===== src/rtl/pipeline_ex_mdu.sv =====
// Execute stage with single-cycle ALU ops and optional iterative multiply/divide.
// Define EX_MDU_EN to build the MULU/DIVU unit; without it those codes report illegal.
module pipeline_ex_mdu #(
    parameter int WIDTH = 32
) (
    input  logic             clk,
    input  logic             reset,
    input  logic             in_valid,
    output logic             in_ready,
    input  logic [3:0]       op,
    input  logic [WIDTH-1:0] srca,
    input  logic [WIDTH-1:0] srcb,
    input  logic             flush,
    output logic             out_valid,
    input  logic             out_ready,
    output logic [WIDTH-1:0] result,
    output logic [WIDTH-1:0] result_hi,
    output logic             zero,
    output logic             ovf,
    output logic             illegal
);

    localparam logic [3:0] OP_AND  = 4'b0000;
    localparam logic [3:0] OP_OR   = 4'b0001;
    localparam logic [3:0] OP_ADD  = 4'b0010;
    localparam logic [3:0] OP_LUI  = 4'b0011;
    localparam logic [3:0] OP_SUB  = 4'b0110;
    localparam logic [3:0] OP_SLT  = 4'b0111;

    logic             accept;
    logic             mdu_op;
    logic [WIDTH-1:0] sum;
    logic [WIDTH-1:0] diff;
    logic [WIDTH-1:0] alu_result;
    logic             alu_ovf;
    logic             alu_illegal;

    logic             out_valid_next;
    logic [WIDTH-1:0] result_next;
    logic [WIDTH-1:0] result_hi_next;
    logic             zero_next;
    logic             ovf_next;
    logic             illegal_next;

    assign sum  = srca + srcb;
    assign diff = srca - srcb;

    always_comb begin
        alu_result  = '0;
        alu_ovf     = 1'b0;
        alu_illegal = 1'b0;
        case (op)
            OP_AND: alu_result = srca & srcb;
            OP_OR:  alu_result = srca | srcb;
            OP_ADD: begin
                alu_result = sum;
                alu_ovf    = (srca[WIDTH-1] == srcb[WIDTH-1]) && (sum[WIDTH-1] != srca[WIDTH-1]);
            end
            OP_SUB: begin
                alu_result = diff;
                alu_ovf    = (srca[WIDTH-1] != srcb[WIDTH-1]) && (diff[WIDTH-1] != srca[WIDTH-1]);
            end
            OP_SLT: alu_result = {{(WIDTH-1){1'b0}}, ($signed(srca) < $signed(srcb))};
            OP_LUI: alu_result = srcb << 16;
            default: alu_illegal = 1'b1;
        endcase
    end

`ifdef EX_MDU_EN
    localparam int CW = $clog2(WIDTH) + 1;

    typedef enum logic {IDLE, BUSY} state_t;

    state_t             state_reg, state_next;
    logic [CW-1:0]      count_reg;
    logic [2*WIDTH-1:0] work_reg, work_next;
    logic [WIDTH-1:0]   opnd_reg;
    logic               is_div_reg;
    logic               mdu_done;
    logic [WIDTH-1:0]   work_hi, work_lo;
    logic [WIDTH:0]     mul_sum;
    logic [WIDTH:0]     div_trial;

    assign mdu_op   = (op == 4'b1000) || (op == 4'b1001);
    assign mdu_done = (state_reg == BUSY) && (count_reg == CW'(1));
    assign in_ready = reset && (state_reg == IDLE) && (!out_valid || out_ready) && !flush;

    // work_reg holds {partial product, multiplier} or {remainder, dividend/quotient}
    assign work_hi   = work_reg[2*WIDTH-1:WIDTH];
    assign work_lo   = work_reg[WIDTH-1:0];
    assign mul_sum   = {1'b0, work_hi} + {1'b0, (work_lo[0] ? opnd_reg : {WIDTH{1'b0}})};
    assign div_trial = {work_hi, work_lo[WIDTH-1]} - {1'b0, opnd_reg};

    always_comb begin
        work_next = {mul_sum, work_lo[WIDTH-1:1]};
        if (is_div_reg) begin
            if (!div_trial[WIDTH])
                work_next = {div_trial[WIDTH-1:0], work_lo[WIDTH-2:0], 1'b1};
            else
                work_next = work_reg << 1;
        end
    end

    always_ff @(posedge clk or negedge reset) begin
        if (!reset)
            state_reg <= IDLE;
        else
            state_reg <= state_next;
    end

    always_comb begin
        state_next = state_reg;
        if (flush) begin
            state_next = IDLE;
        end else begin
            case (state_reg)
                IDLE:    if (accept && mdu_op) state_next = BUSY;
                BUSY:    if (count_reg == CW'(1)) state_next = IDLE;
                default: state_next = IDLE;
            endcase
        end
    end

    always_ff @(posedge clk or negedge reset) begin
        if (!reset) begin
            count_reg  <= '0;
            work_reg   <= '0;
            opnd_reg   <= '0;
            is_div_reg <= 1'b0;
        end else if (flush) begin
            count_reg <= '0;
        end else if (accept && mdu_op) begin
            count_reg  <= CW'(WIDTH);
            is_div_reg <= op[0];
            work_reg   <= {{WIDTH{1'b0}}, (op[0] ? srca : srcb)};
            opnd_reg   <= op[0] ? srcb : srca;
        end else if (state_reg == BUSY) begin
            work_reg  <= work_next;
            count_reg <= count_reg - CW'(1);
        end
    end
`else
    assign mdu_op   = 1'b0;
    assign in_ready = reset && (!out_valid || out_ready) && !flush;
`endif

    assign accept = in_valid && in_ready;

    // flush beats accept and completion; an accepted MDU op frees the output slot
    always_comb begin
        out_valid_next = out_valid;
        result_next    = result;
        result_hi_next = result_hi;
        zero_next      = zero;
        ovf_next       = ovf;
        illegal_next   = illegal;
        if (flush) begin
            out_valid_next = 1'b0;
        end else if (accept && !mdu_op) begin
            out_valid_next = 1'b1;
            result_next    = alu_result;
            result_hi_next = '0;
            zero_next      = (alu_result == '0);
            ovf_next       = alu_ovf;
            illegal_next   = alu_illegal;
        end else if (accept) begin
            out_valid_next = 1'b0;
`ifdef EX_MDU_EN
        end else if (mdu_done) begin
            out_valid_next = 1'b1;
            result_next    = work_next[WIDTH-1:0];
            result_hi_next = work_next[2*WIDTH-1:WIDTH];
            zero_next      = (work_next[WIDTH-1:0] == '0);
            ovf_next       = 1'b0;
            illegal_next   = 1'b0;
`endif
        end else if (out_valid && out_ready) begin
            out_valid_next = 1'b0;
        end
    end

    always_ff @(posedge clk or negedge reset) begin
        if (!reset) begin
            out_valid <= 1'b0;
            result    <= '0;
            result_hi <= '0;
            zero      <= 1'b1;
            ovf       <= 1'b0;
            illegal   <= 1'b0;
        end else begin
            out_valid <= out_valid_next;
            result    <= result_next;
            result_hi <= result_hi_next;
            zero      <= zero_next;
            ovf       <= ovf_next;
            illegal   <= illegal_next;
        end
    end

endmodule


===== config.mk =====
export PLATFORM = sky130hd
export DESIGN_NAME = pipeline_ex_mdu
export DESIGN_NICKNAME = d
export VERILOG_FILES = /design/src/rtl/pipeline_ex_mdu.sv
export SDC_FILE = /design/constraint.sdc
export NUM_CORES = 1
export LEC_CHECK = 0
export CAP_MARGIN = 5
export CORE_ASPECT_RATIO = 0.9
export CORE_MARGIN = 8
export CORE_UTILIZATION = 59
export CTS_CLUSTER_DIAMETER = 120
export DETAILED_ROUTE_END_ITERATION = 6
export PLACE_DENSITY_LB_ADDON = 0.2
export SYNTH_ARGS = -nofsm -noshare
export SYNTH_HDL_FRONTEND = slang
export SYNTH_SLANG_ARGS = --single-unit

===== constraint.sdc =====
create_clock -name clk -period 4.9 [get_ports clk]
set_input_delay 0.735 -clock clk [delete_from_list [all_inputs] [get_ports clk]]
set_output_delay 0.735 -clock clk [all_outputs]
set_load 0.05 [all_outputs]

==> flow_summary.yaml <==
setup_path:
  cp_max_fo: 4
  path_class: "input port to flop"
  rr_startpoint: "out_valid"
  cp-start-kind: "input port"
  crit_required_ns: 5.08
  crit_path_start: "srcb[0]"
  r2r-end: "zero"
  crit_arrival_ns: 4.88
  endpoint_kind: "flop"
  reg2reg_depth: 13
  ff2ff_setup_slack_ns: 1.98
  crit_path_end: "zero"
flow_run:
  cap_violations: 0
die:
  core_um2: 12120
  ios: 142
  fp.dieArea_um2: 16310
  die_h_um: 122.0
  start_util_pct: 60.70
  rows: 38
  fp.dieW_um: 133.7
clock_tree:
  cts_setup_buffers: 0
  holdBufCountCts: 0
  cts_tree: "yes"
  ctsLongestPathBuffers: 2
  cts_buffers: 5
  clock_latency_ns: 0.28
  cts_root_buf: "clkbuf_16"
  cts.sinks: 36
  path_clk_slew_ns: 0.05
  cts.htree.levels: 2
final_layout:
  syn_to_final_growth_pct: 21.17
  layout-drive-gt1-share_pct: 11.30
  layout.filler_cells: 966
  final_nets: 1308
  diodes: 0
placement:
  dp_hpwl_mm: 22.94
  port_buffers: 109
  pre_cts_ws_ns: -0.009920
  gp_congestion: 1.058
synthesis:
  ys.flop_type: "dfrtp_1"
  synthTopCellsByArea: "ha_1 (17%), dfrtp_1 (12%), a21oi_1 (5.8%)"
  yosysMostFrequentCell: "ha_1"
  yosys-top-cells-count: "ha_1 (101), inv_1 (97), nor2_1 (89), a21oi_1 (86), nand2_1 (79)"
  yosys.area.top_type_share_pct: 17.17
  yosys.area_share.simple_pct: 19.94
  synthXorXnorAreaFrac_pct: 1.428
  synth-edff-count: 0
  synthAdderAreaFrac_pct: 17.72
  muxShareOfSynthArea_pct: 4.811
  yosys.area.top_type: "ha_1"
  avgSynthCellArea_um2: 7.272
  synth_top_family_by_area: "compound AO/OA/AOI/OAI gates"
  synth-seq-area-share_pct: 12.26
  ys_types: 89
  yosys_warnings: 0
  synth_compound_area_share_pct: 31.74
  syn_area_um2: 7360
  netlist_instances: 1012
  synthArstFlopShare_pct: 100.0
  synth-seq-cells: 36
grt:
  grtUsageMet3_pct: 11.03
  antenna_found_initial: 0
  gr-max-usage-layer: "met2"
  grt_pass1_vias: 8177
  grt_use_met1_pct: 45.38
  grt_usage_pct: 34.33
  grt_max_degree: 53
  grt_pass1_wl_mm: 44.77
  grt.met2_usage_pct: 50.77
  grt-ovfl-total: 0
power_and_ir_drop:
  powerDensity_nw_per_um2: 218.1
  peakVddDrop_v: 0.0001328
  power.total_mw: 1.945
  p_leak_nw: 4.099
run_status:
  status: "finished, final reports clean"
routing:
  ant_nets: 0
  routed_wl_mm: 28.93
  vias: 8505
  route.detailed.drc: 0
  wl_per_cell_um: 22.37
  drt_iter0_drc: 1242
  drtPass1Iterations: 7
  vias_per_cell: 6.578
timing:
  fin_tns_setup_ns: 0
  hold_viol_final: 0
  maxSlewHeadroom_pct: 24.46
  rsz0062_at_grt: "false"
  setup_viol: 0
  tightest_slew_ns: 1.124
  report.final.slew_viol_count: 0
  period_minus_slack_ns: 4.694
  setup_ws_ns: 0.2059
  finClkSkew_ns: 0.002002
  fmax_mhz: 213.0
  fin_crit_sh_pct: 95.80
hold_path:
  hp-class: "flop to flop"
flip-flops by register name (all words and copies together) (netlist names):
register and cells:
zero 1, ovf 1, result 32, illegal 1
out_valid 1
report_power, final:
part,internal [mW],switching (mW)
combinational,0.435,0.797
clock,0.216,0.116
sequential,0.349,0.0318
placed cells by master (no fill, tap or decap), types with 22 or more instances in the layout:
cell type / netlist / final
o21ai_0: 58 / 58
dfrtp_1: 35 / 35
buf_4: 37 / 64
nand3_1: 22 / 22
ha_1: 101 / 101
conb_1: 1 / 32
nor2_1: 89 / 89
inv_1: 97 / 97
nand2_1: 79 / 79
a21oi_1: 86 / 86
clkdlybuf4s50_1: 0 / 108
cell type report:
| type | instances | area [µm²] | area share (%) |
|---|---|---|---|
| clock buffer | 8 | 156.4 | 1.754 |
| inverter | 101 | 379.1 | 4.251 |
| multi-input combinational | 815 | 5713 | 64.07 |
| sequential | 36 | 902.1 | 10.12 |
| tap | 160 | 200.2 | 2.245 |
| timing repair buffer | 173 | 1567 | 17.57 |
metal layers:
metal	vias to the layer above	wire length (µm)
li1	3835	-
met1	3928	11740
met2	653	11970
met3	89	4055
met4	0	1156
met5	-	0
metrics by stage:
stage | util, % | hold slack, ns | instance area [µm²] | instances
6_report | 73.55 | 0.4900 | 8917 | 1293
5_1_grt | 73.55 | 0.5267 | 8917 | 1293
4_1_cts | 73.43 | 0.4988 | 8902 | 1293
3_5_place_dp | 72.14 | 0.4771 | 8746 | 1285
3_3_place_gp | 72.14 | 0.4609 | 8746 | 1285
2_1_floorplan | - | 0.4394 | 7476 | 1043
worst max-delay path, cell delays in order:
cell and delay [ns]:
clkdlybuf4s50_1 0.53, ha_1 0.21, inv_1 0.06, fa_1 0.37, nor2b_1 0.17, o2111ai_1 0.25, or4b_1 0.57, mux2_2 0.27
o22ai_1 0.09, nor4bb_1 0.30, nand4_1 0.13, nor4_1 0.18, buf_4 0.17, nand4_1 0.11, nor4_2 0.27, nand3_1 0.14
o41ai_2 0.33
how the worst min path moves through the flow:
stage,startpoint,end,slack [ns],cells after the start
finish,result[5],result[5],0.49,2
global route,result[15],result[15],0.53,1
CTS,result[5],result[5],0.50,2
floorplan,reset,illegal,0.44,0
global placement,result[2],result[2],0.46,2
detailed placement,result[2],result[2],0.48,2
timing repair:
item / in CTS / in global routing
resized for setup: 0 / 4
endpoints found under the setup margin: 0 / 2
hold endpoints to repair: 0 / 0
logic make-up after synthesis:
| logic type | after synthesis |
|---|---|
| AOI/OAI and AO/OA | 336 |
| other | 1 |
| xor gates and xnor gates | 12 |
| adders and majority gates | 103 |
| DFF | 36 |
| buffers and inverters | 192 |
| and+or+nand+nor | 299 |
| muxes | 33 |
Power figures use the tool's default switching activity.
